### src/rtl/line_collector.sv
// Gathers a serial bit stream into line words and queues completed lines in a
// first-word-fall-through FIFO with a valid/ready output port.
module line_collector #(
  parameter int unsigned LINE_W = 16,
  parameter int unsigned LEN_W  = 5,
  parameter int unsigned DEPTH  = 4,
  parameter int unsigned LVL_W  = 3
) (
  input  logic              clk,
  input  logic              rst,
  input  logic              en,
  input  logic              pin,
  input  logic              co,
  input  logic              flush,
  output logic              out_valid,
  input  logic              out_ready,
  output logic [LINE_W-1:0] out_data,
  output logic [LEN_W-1:0]  out_len,
  output logic              out_split,
  output logic [LVL_W-1:0]  level,
  output logic              ovf
);

  localparam int unsigned PTR_W = (DEPTH > 1) ? $clog2(DEPTH) : 1;

  logic [LINE_W-1:0] acc;
  logic [LEN_W-1:0]  cnt;
  logic [PTR_W-1:0]  rptr, wptr;

  logic [LINE_W-1:0] mem_data  [DEPTH];
  logic [LEN_W-1:0]  mem_len   [DEPTH];
  logic              mem_split [DEPTH];

  logic              end_mark, at_max, term, line_split;
  logic [LINE_W-1:0] line_data;
  logic [LEN_W-1:0]  line_len;
  logic              pop, push, drop, head_from_push;
  logic [LVL_W-1:0]  level_nxt;
  logic [PTR_W-1:0]  rptr_nxt;

  // Line termination, push/pop decisions and next FIFO state
  always_comb begin
    end_mark       = en & (co | flush);
    at_max         = (cnt == LEN_W'(LINE_W - 1));
    term           = end_mark | (en & at_max) | (flush & ~en & (cnt != '0));
    line_split     = en & ~end_mark & at_max;
    line_data      = en ? {acc[LINE_W-2:0], pin} : acc;
    line_len       = cnt + LEN_W'(en);
    pop            = out_valid & out_ready;
    push           = term & ((level != LVL_W'(DEPTH)) | pop);
    drop           = term & ~push;
    level_nxt      = level + LVL_W'(push) - LVL_W'(pop);
    rptr_nxt       = rptr + PTR_W'(pop);
    // The slot being written becomes the head when nothing else remains queued
    head_from_push = push & (level == LVL_W'(pop));
  end

  // Accumulator, pointers, flags and registered head of the FIFO
  always_ff @(posedge clk) begin
    if (rst) begin
      acc       <= '0;
      cnt       <= '0;
      rptr      <= '0;
      wptr      <= '0;
      level     <= '0;
      out_valid <= 1'b0;
      out_data  <= '0;
      out_len   <= '0;
      out_split <= 1'b0;
      ovf       <= 1'b0;
    end else begin
      if (term) begin
        acc <= '0;
        cnt <= '0;
      end else if (en) begin
        acc <= line_data;
        cnt <= line_len;
      end
      if (push) wptr <= wptr + PTR_W'(1);
      if (drop) ovf <= 1'b1;
      rptr      <= rptr_nxt;
      level     <= level_nxt;
      out_valid <= (level_nxt != '0);
      if (level_nxt == '0) begin
        out_data  <= '0;
        out_len   <= '0;
        out_split <= 1'b0;
      end else if (head_from_push) begin
        out_data  <= line_data;
        out_len   <= line_len;
        out_split <= line_split;
      end else begin
        out_data  <= mem_data[rptr_nxt];
        out_len   <= mem_len[rptr_nxt];
        out_split <= mem_split[rptr_nxt];
      end
    end
  end

  // FIFO storage needs no reset; occupancy tracking guards every read
  always_ff @(posedge clk) begin
    if (!rst && push) begin
      mem_data[wptr]  <= line_data;
      mem_len[wptr]   <= line_len;
      mem_split[wptr] <= line_split;
    end
  end

endmodule

### config.mk
export PLATFORM = sky130hd
export DESIGN_NAME = line_collector
export DESIGN_NICKNAME = d
export VERILOG_FILES = /design/src/rtl/line_collector.sv
export SDC_FILE = /design/constraint.sdc
export NUM_CORES = 1
export LEC_CHECK = 0
export ABC_AREA = 1
export CORE_MARGIN = 8
export CORE_UTILIZATION = 40
export DETAILED_ROUTE_END_ITERATION = 12
export GPL_TIMING_DRIVEN = 1
export REMOVE_ABC_BUFFERS = 1
export SYNTH_ARGS = -nofsm -noshare
export SYNTH_HDL_FRONTEND = slang
export SYNTH_SLANG_ARGS = --single-unit
export TNS_END_PERCENT = 50
### constraint.sdc
create_clock -name clk -period 4 [get_ports clk]
set_clock_uncertainty 0.1 [all_clocks]
set_input_delay 1.2 -clock clk [delete_from_list [all_inputs] [get_ports clk]]
set_output_delay 1.2 -clock clk [all_outputs]
set_load 0.02 [all_outputs]
==> flow_summary.toml <==
[worst_setup_path]
reg2reg_depth = 17
worstPathRequired_ns = 4.20
start_kind = "primary input"
path_buf_inv = 5
crit_top_cell = "nand2_1"
cp.arrival_ns = 3.78
path_class = "in2reg"
slowest_delay_ns = 0.40
rrSetupSlack_ns = 1.23
path_depth = 17
cp_slowest_cell = "clkdlybuf4s50_1"
end_kind = "flop"
cp_top_family = "simple AND/OR/NAND/NOR gates"
crit_fanout = 9
path_cells = "clkdlybuf4s50_1 > or2_2 > nand2_1 > nand3_2 > nand2_1 > ha_1 > inv_1 > ha_1 > inv_1 > fa_1 > xnor2_1 > nand2_1 > nand2_1 > inv_1 > buf_12 > nand2_1 > nor2_1"

[global_routing]
grt_pass1_vias = 3915
grt_max_degree = 45
grt-busiest-layer = "met2"
met1_usage_pct = 16.1
met3_usage_pct = 4.81
gr-total-overflow = 0
antenna_found_initial = 0
grt_pass1_wl_mm = 19.5
grt.total_usage_pct = 13.7
grt.met2_usage_pct = 22.5

[timing]
final.period_utilization_pct = 89.6
fmax_ghz = 0.279
setup_ws_ns = 0.415
relSlewSlack_pct = 43.0
hold-worst-slack_ns = 0.380
period_needed_ns = 3.58
hold_viol = 0
setup_violations = 0
maxSlewViolCount = 0
rsz0062_at_grt = "no"
worstMarginPinSlew_ns = 0.851

[yosys]
synth.distinct_cells = 31
synth_top_area_cell = "edfxtp_1"
synth_commonest_cells = "nand2_1, edfxtp_1, nor2_1"
synth_area_leaders = "edfxtp_1, dfxtp_1, nand2_1, o211ai_1, nor2_1"
ys_warn_count = 0
synth_seq_cells = 140
ys_seq_area_share_pct = 62.9
postSynth.asyncResetShare_pct = 0
synth_top_area_share_pct = 45.1
synthesis.area_sq_um = 5860
synth_edf_count = 88
synth_most_common_cell = "nand2_1"
syn_avg_cell_area_sq_um = 10.4
ys.flop_type = "edfxtp_1"
syn_inst = 563

[die]
core-area_sq_um = 14400
die_y_um = 137
initial_utilization_pct = 40.6
row_count = 44
dieArea_sq_um = 18800
pin_count = 34
die_w_um = 137

[placed_design]
dp_cells = 771
dpl_cell_area_sq_um = 6440
io_buffers = 33
gp_congestion = 0.749
place_hpwl_mm = 6.99
post-place-ws_ns = -0.0123

[detailed_routing]
ant_nets = 0
wire_per_inst_um = 14.6
vias = 3778
routed_via_density = 4.71
dr.first_iter.drc_count = 260
dr.pass1.iters = 4
wl_mm = 11.7
remaining_drc_errors = 0

[layout]
final_area_sq_um = 7020
drive_above_1_share_pct = 17.5
final_nets = 623
diodes = 0
fin_util_pct = 48.7
fill_cells = 1311
area_growth_syn_to_layout_pct = 19.9
fin_cells = 802

[power_and_ir_drop]
intPower_mw = 3.32
p_sw_share_pct = 31.3
leakagePower_nw = 2.87
p_per_area_nw_per_um2 = 688
p_switching_mw = 1.51
pwr-share-comb_pct = 31.6
pwr-share-seq_pct = 36.4
peakVddDrop_v = 0.000440
power.clock.fraction_pct = 32.0

[cts]
cts_buffers = 17
clock_latency_ns = 0.42
root_buffer = "clkbuf_16"
cts_hold_buf = 0
cts.repair.resized = 0
clk_pin_slew_ns = 0.06
cts.sinks = 140
h-tree-depth = 4
tritoncts = "built"
clockBufferDepth = 2
postCtsSetupBuffers = 0

[outcome]
outcome = "finished clean"

[job]
maxCapViolations = 0

[min_path]
hold_depth = 2
hold_class = "reg2reg"
## cell usage in the layout, fill, tap and decap left out
cell type        synthesis  layout
nand2_1                107     107
edfxtp_1                88      88
nor2_1                  73      69
inv_1                   53      53
dfxtp_1                 52      52
or2_2                   39      39
o211ai_1                37      37
clkdlybuf4s50_1          0      33
o21ai_0                 18      18
clkbuf_16                0      17
or2_1                   13      13
buf_4                    3      13
nor2_2                   6      10
ha_1                     9       9
inv_2                    8       8
a21oi_1                  7       7
clkinv_1                 3       6
or2_0                    5       5
clkinv_2                 0       4
nand3_1                  3       3
o211ai_2                 3       3
bufinv_16                0       3
buf_12                   0       3
xor2_1                   2       2
xnor2_1                  2       2
nand3_2                  2       2
nand4_1                  2       2
clkbuf_8                 0       2
clkbuf_1                10       2
nand2_2                  1       1
nor3_1                   1       1
nand3_4                  1       1
xor2_2                   1       1
xnor2_2                  1       1
fa_1                     1       1
## routing by layer
metal / routed length [um] / up-vias / share of wire (%)
met3: 495 / 13 / 4.2
met1: 5460 / 1781 / 46
met4: 141 / 0 / 1.2
li1: - / 1921 / -
met2: 5640 / 63 / 48
met5: 0 / - / 0
## registers in the layout (all words and copies together), names as in the netlist
register,cells
mem_data,64
mem_len,20
acc,16
out_data,16
cnt,5
out_len,5
mem_split,4
level,3
rptr,2
wptr,2
out_split,1
out_valid,1
ovf,1
## through the flow
stage	TNS (ns)	power, mW
global route	0	5.14
global placement	0	3.31
CTS	0	4.89
finish	0	4.83
floorplan	0	2.73
detailed placement	-0.0183	3.33
## tightest hold or removal path: stages, from the launching register on
cell	delay, ns
dfxtp_1	0.33
a21oi_1	0.04
nor2_1	0.07
## cell families (layout without fill, tap and decap cells)
| group | after synthesis | in the layout | share of synthesized area (%) |
|---|---|---|---|
| buffers and inverters | 89 | 144 | 6.58 |
| AO/OA/AOI/OAI | 65 | 65 | 7.52 |
| adder cells (fa/ha/maj) | 10 | 10 | 2.27 |
| AND/OR/NAND/NOR | 253 | 253 | 19.6 |
| XOR/XNOR | 6 | 6 | 1.15 |
| flip-flops | 140 | 140 | 62.9 |
## path summary, 6_finish.rpt
kind / from / end
setup / recovery: co / out_len[1]
hold / removal: ovf / ovf
setup reg to reg: cnt[2] / out_len[1]
hold reg to reg: ovf / ovf
## layout make-up
cell class / count / area [sq um] / share of cell area [%]
Clock buffer: 21 / 460 / 6.56
Timing Repair Buffer: 49 / 488 / 6.95
Inverter: 64 / 240 / 3.42
Clock inverter: 10 / 121 / 1.73
Sequential cell: 140 / 3680 / 52.5
Multi-Input combinational cell: 334 / 1800 / 25.6
Tap cell: 184 / 230 / 3.28
## power groups by stage
stage                     Clock [mW]  Sequential [mW]  Combinational, mW
after global placement             0             1.79               1.52
after global routing            1.64             1.77               1.72
final                           1.54             1.76               1.53
after detailed placement           0             1.79               1.54
after floorplan                    0             1.90              0.836
after CTS                       1.58             1.76               1.55
No activity file was read; power rests on OpenSTA's default activity.
==> RTL edit 1, RTL diff (config.mk and constraints unchanged) <==
Set the parameter `DEPTH` to 8 (it was 4).
--- a/src/rtl/line_collector.sv
+++ b/src/rtl/line_collector.sv
@@ -5,3 +5,3 @@
   parameter int unsigned LEN_W  = 5,
-  parameter int unsigned DEPTH  = 4,
+  parameter int unsigned DEPTH  = 8,
   parameter int unsigned LVL_W  = 3
Check against the original RTL: not equivalent (a bounded check fails within 4 cycles, from zero or initial values and one cycle with rst high).
==> RTL edit 1 against the original RTL <==
Core utilization down 0.63 points; area after synthesis is 60% higher; power is 51% higher; count of clock-buffer cells in the layout rose by 4; combinational power is 37% higher; critical endpoint is now out_split; critical path type unchanged; final area grew 59%; sequential share of layout area rose by 4.5 points; sequential cell count grew 90; worst hold slack got worse by 5.7 ps; worst setup slack improved by 180 ps; wire length rose by 87%; cell count rose by 58%; largest power group unchanged.
==> RTL edit 1: results <==
{
  "vdd_drop_max_v": 0.000435,
  "synth-seq-area-share_pct": 67.8,
  "arrival_ps": 3750,
  "numCtsBuffers": 24,
  "first_iter_violations": 358,
  "reg_top3": "mem_data (128), mem_len (40)",
  "synthFlopType": "edfxtp_1",
  "clkLatencyLatePin_ps": 510,
  "synth_area_leaders": "edfxtp_1 (56%), dfxtp_1 (12%), nand2_1 (9.4%), nand3_1 (8.0%), nor2_1 (3.0%)",
  "r2r_cells": 16,
  "place_area_um2": 10300,
  "drive_gt1_share_pct": 12.9,
  "synth-edff-count": 176,
  "yosysUniqueCellTypes": 33,
  "critPathMaxFanout": 18,
  "hpwl_um": 12900,
  "grt_pass1_vias": 6155,
  "diodes": 0,
  "ys_top_cells_by_count": "nand2_1 (235), edfxtp_1 (176), nand3_1 (151)",
  "async_flop_share_pct": 0,
  "status": "complete, no violations",
  "drt-total-wl_um": 22000,
  "p_leak_uw": 0.00427,
  "io_buffers": 33,
  "grtUsageTotal_pct": 15.5,
  "clock_path_buffers": 3,
  "yosys_warnings": 0,
  "final_nets": 943,
  "grt_pass1_wl_um": 34500,
  "grt_start_max_net_pins": 89,
  "avgViaCountPerCell": 4.96,
  "cts_resized": 0,
  "clk_pin_slew_worst_paths_ps": 60,
  "hold_path_depth": 2,
  "post_cts_buffers": 0,
  "tightest_slew_ps": 635,
  "final.fill_count": 2191,
  "routabilityCongestion": 0.758,
  "cts_root_buf": "clkbuf_16",
  "antenna_found_initial": 0,
  "min_path_type": "reg2reg",
  "htree_levels": 1,
  "drt-pass1-iter-count": 5
}
[RTL edit 1: cell types whose count changed in the layout (fill, tap and decap cells not counted), moves of 10 or more]
cell      change
nand3_1     +148
nand2_1     +128
edfxtp_1     +88
o211ai_1     -37
or2_2        -27
inv_1        -18
a21oi_1      +14
buf_4        +13
o21ai_1      +12
buf_12       +10
[RTL edit 1: kinds of logic after synthesis]
| group | share of synthesized area (%) |
|---|---|
| DFF | 67.8 |
| xor gates and xnor gates | 0.733 |
| adders and majority gates | 1.15 |
| and+or+nand+nor | 22.6 |
| AOI/OAI and AO/OA | 3.29 |
| buffers and inverters | 4.49 |
[RTL edit 1: cell type report]
type                            instances  area [µm²]  area share, %
Multi-Input combinational cell        560        2630           23.5
Timing Repair Buffer                   72         786           7.03
Sequential cell                       230        6370           57.0
Inverter                               40         150           1.34
Tap cell                              319         399           3.57
Clock buffer                           25         626           5.60
Clock inverter                         19         223           1.99
[RTL edit 1: critical path, stage by stage]
cell             delay, ps
clkdlybuf4s50_1        400
buf_4                  170
nor2_1                 100
nand2_1                 80
nand3_2                 70
nand2_1                 70
ha_1                   270
inv_1                   30
ha_1                   190
fa_1                   520
nor2_1                  50
nand3_1                 80
nand2_1                 70
inv_2                   80
buf_12                 170
nand2_1                 60
nor2_1                 110
[RTL edit 1: per-stage QoR]
stage                     setup slack (ps)  TNS (ps)  cells
final                                  592         0   1265
after global placement                 159         0   1221
after floorplan                       -584    -12330    830
after detailed placement               103         0   1221
after CTS                              606         0   1265
after global routing                   424         0   1265
[RTL edit 1: power breakdown]
| group | internal, µW | switching [µW] |
|---|---|---|
| combinational | 790 | 1300 |
| clock | 1460 | 903 |
| sequential | 2760 | 97.2 |
[RTL edit 1: worst paths after layout]
kind | start | end | slack [ps]
setup / recovery | en | out_split | 590
hold / removal | ovf | ovf | 370
setup reg to reg | cnt[2] | out_split | 1260
hold reg to reg | ovf | ovf | 370
[RTL edit 1: metal layers]
metal	vias to the layer above	routed length, µm	GRT usage [%]
met5	-	0	0
met4	0	431	3.96
met3	38	1150	2.65
met1	3014	10500	21.4
li1	3077	-	-
met2	144	9940	24.8
==> RTL edit 2, RTL diff (same settings) <==
Without the edit above. Reset style: asynchronous (`rst`), changed in one clocked block.
--- a/src/rtl/line_collector.sv
+++ b/src/rtl/line_collector.sv
@@ -58,3 +58,3 @@
   // Accumulator, pointers, flags and registered head of the FIFO
-  always_ff @(posedge clk) begin
+  always_ff @(posedge clk or posedge rst) begin
     if (rst) begin
Formal check against the unedited RTL: differs if rst is asserted again (counterexample within 4 cycles, from zero or initial values and one cycle with rst high); with rst held inactive, the same outputs for 4 cycles.
==> RTL edit 2 against the original RTL <==
Highest routed layer unchanged; area after synthesis rose by 5.6%; final area rose by 4.7%; sequential cell count did not move; synthesized cell count rose by 11%; first-iteration DRC count fell by 0.38%; worst setup slack improved by 31 ps; wire length rose by 10%; power rose by 16%.
==> RTL edit 2: results <==
{
  "wl_met2_um": 6390,
  "first_iter_violations": 259,
  "hpwl_um": 7940,
  "postSynthAreaPerCell_um2": 9.88,
  "synth_compound_area_share_pct": 7.38,
  "routed-wl-met3_um": 689,
  "switching_share_pct": 35.1,
  "routabilityCongestion": 0.801,
  "grt_start_max_net_pins": 90,
  "async_flop_share_pct": 37.1,
  "critPathMaxFanout": 23,
  "wl_per_cell_um": 14.9,
  "grtUsageMet2_pct": 23.4,
  "p_leak_uw": 0.00327,
  "wl_met1_um": 5640,
  "grt_pass1_vias": 4113,
  "grt_pass1_wl_um": 21200,
  "synth_xor_xnor_area_share_pct": 0.971,
  "drt-total-wl_um": 12900,
  "grtUsageTotal_pct": 13.9,
  "place_inst": 835,
  "gr-usage-met1_pct": 16.4,
  "drive_gt1_share_pct": 9.28,
  "vdd_drop_max_v": 0.000476,
  "met3_usage_pct": 3.84,
  "yosysUniqueCellTypes": 28,
  "ys_top_cells_by_count": "inv_1 (118), nand2_1 (117), edfxtp_1 (88)",
  "synth_area_leaders": "edfxtp_1 (43%), dfrtp_1 (21%), inv_1 (7.2%), nand2_1 (7.1%), o21ai_0 (4.7%)",
  "arrival_ps": 3800,
  "status": "complete, no violations"
}
## RTL edit 2: cell types whose count changed after synthesis, sizes merged, moves of 10 or more
| cell | delta |
|---|---|
| a21oi | +17 |
| dfrtp | +52 |
| dfxtp | -52 |
| inv | +61 |
| nand2 | +10 |
| nand4 | +21 |
| o211ai | -40 |
| o21ai | +47 |
| or2 | -54 |
## RTL edit 2: worst max-delay path: stages
cell,delay [ps]
clkdlybuf4s50_1,570
nand3_1,130
nand3_2,100
nand2_1,80
ha_1,280
inv_1,40
ha_1,190
fa_1,360
inv_1,70
xor2_1,220
inv_2,70
nand2_4,250
nand2_1,100
nor2_1,110
## RTL edit 2: power groups by stage
stage | Sequential, µW | Combinational (µW) | Clock, µW
floorplan | 2080 | 1180 | 0
detailed placement | 1940 | 2120 | 0
global route | 1940 | 2370 | 1660
CTS | 1920 | 2140 | 1600
finish | 1910 | 2100 | 1580
global placement | 1940 | 2050 | 0
## RTL edit 2: through the flow
stage / area (µm²) / worst slack, ps / setup TNS, ps / util (%)
6_report: 7350 / 446 / 0 / 48.5
4_1_cts: 7350 / 459 / 0 / 48.5
5_1_grt: 7350 / 249 / 0 / 48.5
2_1_floorplan: 6020 / -147 / -12920 / -
3_5_place_dp: 6750 / 57.6 / 0 / 44.6
3_3_place_gp: 6750 / 190 / 0 / 44.6
## RTL edit 2: layout make-up
type	count	area [µm²]
multi-input combinational	334	1630
clock buffer	25	485
sequential	140	3940
inverter	122	458
clock inverter	7	113
fill	1342	7790
timing repair buffer	51	490
tap	188	235
## RTL edit 2: path summary, 6_finish.rpt
check	slack, ps	endpoint	startpoint
max	450	out_data[1]	en
min	380	ovf	ovf
max reg2reg	1190	out_data[1]	cnt[1]
min reg2reg	380	ovf	ovf
max in group asynchronous	2070	out_len[1]	rst
min in group asynchronous	1250	out_data[13]	rst
